--- src/rtl/debounce_pkg.sv ---
// rtl/debounce_pkg.sv - shared state encodings and defaults for the input debouncer
package debounce_pkg;

   typedef enum logic [1:0] {
      ST_LOW       = 2'b00,
      ST_RISE_WAIT = 2'b01,
      ST_HIGH      = 2'b10,
      ST_FALL_WAIT = 2'b11
   } state_t;

   localparam int DEF_STABLE_CYCLES = 4;
   localparam int DEF_GLITCH_W      = 8;
   localparam int CNT_W             = 8;

endpackage

--- src/rtl/input_debounce_if.sv ---
// rtl/input_debounce_if.sv - raw input and debounced outputs of the debouncer
interface input_debounce_if
   import debounce_pkg::*;
#(
   parameter int GLITCH_W = DEF_GLITCH_W
);

   logic                Raw;
   logic                A;
   logic                Rise;
   logic                Fall;
   logic [GLITCH_W-1:0] GlitchCnt;

   modport master (output Raw, input A, Rise, Fall, GlitchCnt);
   modport slave  (input Raw, output A, Rise, Fall, GlitchCnt);

endinterface

--- src/rtl/sync2.sv ---
// rtl/sync2.sv - two-flop synchronizer for an asynchronous level
module sync2 (
   input  logic i_clk,
   input  logic i_rst_n,
   input  logic i_d,
   output logic o_q
);

   logic r_s1;
   logic r_s2;

   always_ff @(posedge i_clk) begin
      if (!i_rst_n) begin
         r_s1 <= 1'b0;
         r_s2 <= 1'b0;
      end else begin
         r_s1 <= i_d;
         r_s2 <= r_s1;
      end
   end

   assign o_q = r_s2;

endmodule

--- src/rtl/input_debounce.sv ---
// rtl/input_debounce.sv - debounce FSM with edge pulses and saturating glitch counter
module input_debounce
   import debounce_pkg::*;
#(
   parameter int STABLE_CYCLES = DEF_STABLE_CYCLES,
   parameter int GLITCH_W      = DEF_GLITCH_W
) (
   input  logic             Clock,
   input  logic             Reset,
   input_debounce_if.slave  bus
);

   localparam logic [CNT_W-1:0] LP_LAST = CNT_W'(STABLE_CYCLES - 1);

   logic                w_s2;
   state_t              r_state;
   logic [CNT_W-1:0]    r_cnt;
   logic                r_a;
   logic                r_rise;
   logic                r_fall;
   logic [GLITCH_W-1:0] r_glitch;

   sync2 u_sync2 (
      .i_clk   (Clock),
      .i_rst_n (Reset),
      .i_d     (bus.Raw),
      .o_q     (w_s2)
   );

   // Outputs are set on the same edge as the state change so A, Rise and Fall line up.
   always_ff @(posedge Clock) begin
      if (!Reset) begin
         r_state  <= ST_LOW;
         r_cnt    <= '0;
         r_a      <= 1'b0;
         r_rise   <= 1'b0;
         r_fall   <= 1'b0;
         r_glitch <= '0;
      end else begin
         r_rise <= 1'b0;
         r_fall <= 1'b0;
         case (r_state)
            ST_LOW: begin
               if (w_s2) begin
                  r_state <= ST_RISE_WAIT;
                  r_cnt   <= CNT_W'(1);
               end
            end
            ST_RISE_WAIT: begin
               if (w_s2) begin
                  if (r_cnt == LP_LAST) begin
                     r_state <= ST_HIGH;
                     r_cnt   <= '0;
                     r_a     <= 1'b1;
                     r_rise  <= 1'b1;
                  end else begin
                     r_cnt <= r_cnt + CNT_W'(1);
                  end
               end else begin
                  r_state <= ST_LOW;
                  r_cnt   <= '0;
                  if (r_glitch != '1) r_glitch <= r_glitch + GLITCH_W'(1);
               end
            end
            ST_HIGH: begin
               if (!w_s2) begin
                  r_state <= ST_FALL_WAIT;
                  r_cnt   <= CNT_W'(1);
               end
            end
            ST_FALL_WAIT: begin
               if (!w_s2) begin
                  if (r_cnt == LP_LAST) begin
                     r_state <= ST_LOW;
                     r_cnt   <= '0;
                     r_a     <= 1'b0;
                     r_fall  <= 1'b1;
                  end else begin
                     r_cnt <= r_cnt + CNT_W'(1);
                  end
               end else begin
                  r_state <= ST_HIGH;
                  r_cnt   <= '0;
                  if (r_glitch != '1) r_glitch <= r_glitch + GLITCH_W'(1);
               end
            end
            default: begin
               r_state <= ST_LOW;
               r_cnt   <= '0;
            end
         endcase
      end
   end

   assign bus.A         = r_a;
   assign bus.Rise      = r_rise;
   assign bus.Fall      = r_fall;
   assign bus.GlitchCnt = r_glitch;

endmodule

--- src/flat_wrapper.sv ---
// flat-port wrapper written by rule: the top's interface ports become plain ports
module input_debounce_flat import debounce_pkg::*;
#(
   parameter int STABLE_CYCLES = DEF_STABLE_CYCLES,
   parameter int GLITCH_W      = DEF_GLITCH_W
)
  (Clock, Reset, bus_Raw, bus_A, bus_Rise, bus_Fall, bus_GlitchCnt);
  input_debounce_if #(.GLITCH_W(GLITCH_W)) bus_i ();
  input  logic Clock;
  input  logic Reset;
  input wire logic [$bits(bus_i.Raw)-1:0] bus_Raw;
  output wire logic [$bits(bus_i.A)-1:0] bus_A;
  output wire logic [$bits(bus_i.Rise)-1:0] bus_Rise;
  output wire logic [$bits(bus_i.Fall)-1:0] bus_Fall;
  output wire logic [$bits(bus_i.GlitchCnt)-1:0] bus_GlitchCnt;
  assign bus_i.Raw = bus_Raw;
  assign bus_A = bus_i.A;
  assign bus_Rise = bus_i.Rise;
  assign bus_Fall = bus_i.Fall;
  assign bus_GlitchCnt = bus_i.GlitchCnt;
  input_debounce #(.STABLE_CYCLES(STABLE_CYCLES), .GLITCH_W(GLITCH_W)) u_core (.Clock(Clock), .Reset(Reset), .bus(bus_i));
endmodule
--- config.mk ---
export PLATFORM = sky130hd
export DESIGN_NAME = input_debounce_flat
export DESIGN_NICKNAME = d
export VERILOG_FILES = /design/src/rtl/debounce_pkg.sv /design/src/rtl/input_debounce_if.sv /design/src/rtl/sync2.sv /design/src/rtl/input_debounce.sv /design/src/flat_wrapper.sv
export SDC_FILE = /design/constraint.sdc
export NUM_CORES = 1
export LEC_CHECK = 0
export ABC_AREA = 1
export BUFFER_PORTS_ARGS = -buffer_cell sky130_fd_sc_hd__buf_4
export CAP_MARGIN = 10
export CELL_PAD_IN_SITES_DETAIL_PLACEMENT = 1
export CELL_PAD_IN_SITES_GLOBAL_PLACEMENT = 2
export CORE_UTILIZATION = 33
export DETAILED_ROUTE_END_ITERATION = 8
export PLACE_DENSITY = 0.87
export SYNTH_ARGS = -nofsm -noshare
export SYNTH_HDL_FRONTEND = slang
export SYNTH_HIERARCHICAL = 1
export SYNTH_SLANG_ARGS = --single-unit
--- constraint.sdc ---
create_clock -name Clock -period 3.62 [get_ports Clock]
set_input_delay 0.181 -clock Clock [delete_from_list [all_inputs] [get_ports Clock]]
set_output_delay 0.181 -clock Clock [all_outputs]
set_load 0.02 [all_outputs]
# Word level (Yosys, flattened, before mapping)
# Cells that the tools add are included.
# word_totals
register_bits	23
inputBits	3
out_inout_bits	11
elab_cells	58
# classes
add_sub_neg	2
eq_ne	15
mux	23
bitwise	2
n_reduce_logical	8
# ops
cell	n
8-bit two-way mux	8
8-bit one-hot mux with 4 select lines	1
8-bit by 1-bit adder with 8-bit output (second input constant)	2
8-bit one-hot mux with 2 select lines	1
2-bit two-way mux	6
2-bit inequality test (second input constant)	6
8-bit by 2-bit equality test with 1-bit output (second input constant)	1
8-bit inequality test (second input constant)	1
2-bit one-hot mux with 4 select lines	1
3-bit by 2-bit inequality test with 1-bit output (second input constant)	2
3-bit AND reduction	2
1-bit two-way mux	5
5-bit AND reduction	1
2-bit equality test (second input constant)	2
2-bit by 1-bit inequality test with 1-bit output (second input constant)	2
4-bit AND reduction	1
3-bit OR reduction	1
2-bit by 1-bit equality test with 1-bit output (second input constant)	1
2-bit zero test	1
1-bit inverter	2
1-bit one-hot mux with 2 select lines	1
2-bit AND reduction	1
2-bit nonzero test	1

# Logic depth before layout (Yosys ltp)
# logic_depth
word_depth	4
mapped_depth	8
mapped_depth_nobuf	8

# Modules after synthesis
# The synthesis kept the hierarchy.
# modules_own_cells
module	instances	cells_per_inst	area_each_um2	seq_area_each_um2
input_debounce	1	168	1121.1	420.4
sync2	1	6	55.1	40.0

# Worst setup path after synthesis
# OpenSTA, ideal clock, no wires.
# synth_path
path_kind	register -> register
start	register u_core.r_glitch[0], in the netlist u_core/bus.GlitchCnt[0]
end	register u_core.r_glitch[1], in the netlist u_core/bus.GlitchCnt[1]
arrival_time_ns	1.314
path_slack_ns	2.193
path_stages_with_launch	9
path_buffers	0
cell_sequence	dfxtp_1 > ha_1 > nand3_1 > nor2_2 > nand2_2 > nand2_4 > inv_2 > nor2_1 > nor2_1
# synth_via
elab_chain_cells	4
elab_cells_between_ends	6
cone_classes	add/sub: 1; eq/ne: 1; mux: 4
# synth_rtl
item	line_no	text
from (decl)	input_debounce.sv:21	logic [GLITCH_W-1:0] r_glitch;
from (signal assigned)	input_debounce.sv:62	if (r_glitch != '1) r_glitch <= r_glitch + GLITCH_W'(1);
from (signal assigned)	input_debounce.sv:84	if (r_glitch != '1) r_glitch <= r_glitch + GLITCH_W'(1);
8-bit by 1-bit adder with 8-bit output / 8-bit inequality test (equally long branches)	input_debounce.sv:62, input_debounce.sv:84	
8-bit two-way mux (*)	input_debounce.sv:62, input_debounce.sv:84	
8-bit two-way mux (on tied branches)	input_debounce.sv:72, input_debounce.sv:50	
8-bit one-hot mux with 2 select lines (*)	input_debounce.sv:42	case (r_state)
# Mark *: on every way between the ends. The rest lies on a longest branch, timed or not. The select of a mux whose other input is x is not followed.
# A chain may end at the register's enable or synchronous reset.

# Worst setup path in the final report
# layout_path
start	register u_core.r_glitch[0], in the netlist u_core/bus.GlitchCnt[0]
end	register u_core.r_glitch[0], in the netlist u_core/bus.GlitchCnt[0]
# Same word-level chain as after synthesis.

==> impl_metrics.csv <==
group,metric,value,unit
yosys,synth_enable_flop_cells,0,
clock_network,cts_repair_resize_count,0,
yosys,postSynth.asyncResetShare,0,%
worst_setup_path,cp_cell_sequence,"ha_1 -> nand3_1 -> nor2_2 -> nand2_2 -> nand2_4 -> inv_2 -> nand2_1 -> a21oi_2",
die,core_area,3363,sq um
worst_setup_path,worst-path-stages,8,
yosys,synth_top_family_by_area,"simple AND/OR/NAND/NOR gates",
route,initialDrtViolationCount,28,
worst_setup_path,required,3.83,ns
clock_network,cts_buffer_depth,2,
sta,smallest_setup_slack_after_layout,2.104,ns
hold_path,holdCritPathClass,"primary input to flip-flop",
sta,worst-slew-pin-transition,0.4349,ns
sta,setup_viol_count_final,0,
worst_setup_path,worstRegToRegCells,8,
global_routing,grt_max_degree,14,
die,io-pin-count,14,
yosys,synthesis.area_per_instance,6.759,sq um
global_routing,global_route.overflow_total,0,
power_and_ir_drop,p_leak,0.5356,nW
die,fp-row-count,21,
status,status,"finished clean",
yosys,synth_sequential_area_ratio,39.15,%
clock_network,cts-buffers-inserted,3,
clock_network,postCtsSetupBuffers,0,
power_and_ir_drop,final_total_pwr,0.4207,mW
yosys,synth_adder_area_share,2.128,%
worst_setup_path,worst_ep_arrival_time,1.73,ns
clock_network,tritoncts_clock_tree,"built",
global_routing,vias_in_the_first_global_route,1026,
power_and_ir_drop,cellPowerDensity,311.9,nW/um^2
yosys,synth-seq-cells,23,
finish,n_antenna_cell,0,
worst_setup_path,worst_path_max_delay_cell,"dfxtp_1",
route,routed_wirelength,2.874,mm
route,detail_route.drc_violations,0,
yosys,synth_most_common_cell,"nand2_1",
sta,final-hold-violation-count,0,
finish,drive_above_1_share,16.93,%
yosys,synth-compound-area-share,10.21,%
job,timing.max_cap.violations,0,
die,start_util,34.97,%
clock_network,h-tree-depth,1,
sta,final.setup_skew,0.002100,ns
route,routed_wire_length_per_instance,12.23,um
placement,placement.io_buffers,13,
hold_path,min_to,"u_core/u_sync2/r_s1$_SDFF_PN0_",
die,die-height,61.70,um
route,via_cell_ratio,4.766,
yosys,post_synth_and_or_nand_nor_area_fraction,39.89,%
worst_setup_path,path_delay_family,"simple AND/OR/NAND/NOR gates",
clock_network,clockRootBuffer,"clkbuf_4",
yosys,synth.cell_area,1176,sq um
worst_setup_path,start_kind,"flip-flop",
placement,place.detailed.instances,231,
yosys,share_of_the_synthesized_area_in_the_top_cell_type,39.15,%
finish,fin_cells,235,
route,detailedRoute.firstPassIterationCount,4,
clock_network,clock_pin_slew_worst_setup_and_hold_paths,0.13,ns
global_routing,antenna_found_initial,0,
hold_path,holdCritStartpoint,"bus_Raw",
global_routing,grt_usage,17.03,%
yosys,ys_top_cells_by_count,"nand2_1, dfxtp_1, inv_1",
yosys,ys.flop_type,"dfxtp_1",
finish,area_growth,14.68,%
sta,grt_setup_unrepaired,"no",
sta,sum_of_negative_setup_slack,0,ns
sta,max_freq,659.4,MHz
route,dr_total_vias,1120,
worst_setup_path,delay_contributed_by_the_slowest_stage_of_the_critical_path,0.42,ns
yosys,syn_nets,179,
yosys,post_synth_top_area_cell,"dfxtp_1",
clock_network,worst_skew_pair.late_latency,0.32,ns
sta,drv_slew,0,
sta,finalCritPeriodShare,41.89,%
yosys,syn-instance-count,174,
worst_setup_path,type_of_element_capturing_the_critical_path,"flip-flop",
global_routing,first_pass_grt_wire_length,4.554,mm
power_and_ir_drop,vdd_drop_max,0.1549,mV
worst_setup_path,setup.worst_path.class,"flip-flop to flip-flop",
worst_setup_path,critical_path.max_fanout,7,
placement,routabilityCongestion,0.7606,
route,detail_route_antenna_nets,0,
worst_setup_path,crit_buf_inv,1,
hold_path,min_path_cells,3,
die,die_area,3807,sq um
yosys,synth_xor_xnor_area_share,0.7447,%
clock_network,cts_num_sinks,23,
die,dieWidth,61.70,um
placement,dpl_worst_slack,2.103,ns
yosys,synth.area.top_cells,"dfxtp_1, nand2_1, nand3_1, inv_1, a21oi_1",
worst_setup_path,reg2reg_slack,2.10,ns
sta,max_slew_margin,70.97,%
finish,design.final.nets,195,
yosys,mux_cell_area_share_after_synthesis,0,%
worst_setup_path,rr_startpoint,"u_core/bus.GlitchCnt[0]$_SDFFE_PN0P_",
clock_network,hold_buffers,0,
worst_setup_path,r2r-end,"u_core/bus.GlitchCnt[0]$_SDFFE_PN0P_",
placement,place_hpwl,2.179,mm
yosys,synth-warning-count,6,
yosys,synthDistinctLibCells,23,
sta,final_period_minus_worst_setup_slack,1.516,ns
finish,finish.utilization,40.10,%
finish,fillCellCount,481,
per-stage QoR:
stage	hold slack [ns]	area, sq um
floorplan	0.2745	1176
global placement	0.3578	1321
detailed placement	0.3694	1321
CTS	0.01547	1349
global route	0.03261	1349
finish	0.02874	1349
flip-flops by register name, indices dropped and copies added, names as in the netlist, named ones only:
| signal | cells |
|---|---|
| u_core/bus.GlitchCnt | 8 |
| u_core/r_cnt | 8 |
| u_core/bus.A | 1 |
| u_core/bus.Fall | 1 |
| u_core/bus.Rise | 1 |
| u_core/r_state | 1 |
| u_core/u_sync2/o_q | 1 |
| u_core/u_sync2/r_s1 | 1 |
worst min-delay path: stages:
cell and delay (ns):
buf_4 0.07, nand2_1 0.04, inv_1 0.04
logic make-up (layout without fill, tap and decap cells):
family,Yosys count,in the layout
flops,23,23
simple gates,102,102
compound gates,22,22
buf+inv,24,39
fa+ha+maj,2,2
xor+xnor,1,1
worst max path at each step:
stage,start,end,slack (ns)
floorplan,u_core/bus.GlitchCnt[0]$_SDFFE_PN0P_,u_core/bus.GlitchCnt[1]$_SDFFE_PN0P_,2.19
global placement,u_core/bus.GlitchCnt[0]$_SDFFE_PN0P_,u_core/bus.GlitchCnt[0]$_SDFFE_PN0P_,2.20
detailed placement,u_core/bus.GlitchCnt[0]$_SDFFE_PN0P_,u_core/bus.GlitchCnt[0]$_SDFFE_PN0P_,2.10
CTS,u_core/bus.GlitchCnt[0]$_SDFFE_PN0P_,u_core/bus.GlitchCnt[0]$_SDFFE_PN0P_,2.08
global route,u_core/bus.GlitchCnt[0]$_SDFFE_PN0P_,u_core/bus.GlitchCnt[0]$_SDFFE_PN0P_,1.98
finish,u_core/bus.GlitchCnt[0]$_SDFFE_PN0P_,u_core/bus.GlitchCnt[0]$_SDFFE_PN0P_,2.10
metal layers:
metal  track usage (%)  part of all wire [%]  vias to the layer above
met2             28.11                    48                       13
met3             3.727                   2.9                        5
met5                 0                     0                        -
met4             8.571                   1.8                        0
li1                  -                     -                      581
met1             20.95                    48                      521
report_power, final:
part	switching, mW	internal (mW)
Sequential	0.00463	0.258
Combinational	0.0229	0.0113
Clock	0.0828	0.0415
Total	0.110	0.310
final cells by class:
class                      instances  area (sq um)  area share [%]
multi-input combinational        127         623.1           46.20
sequential                        23         460.4           34.14
timing repair buffer              13         97.59           7.236
inverter                          22         82.58           6.122
tap                               46         57.56           4.267
clock buffer                       3         22.52           1.670
clock inverter                     1         5.005          0.3711
placed cells by master (no fill, tap or decap), drive strengths merged:
cell type / count
and3: 1
buf: 13
inv: 22
nor2: 21
clkbuf: 3
nand4: 2
clkinv: 1
ha: 2
nor3: 1
nand3: 16
nand3b: 1
o21ai: 7
nand2: 60
o21bai: 1
xor2: 1
dfxtp: 23
a21oi: 14
Power figures use the tool's default switching activity.
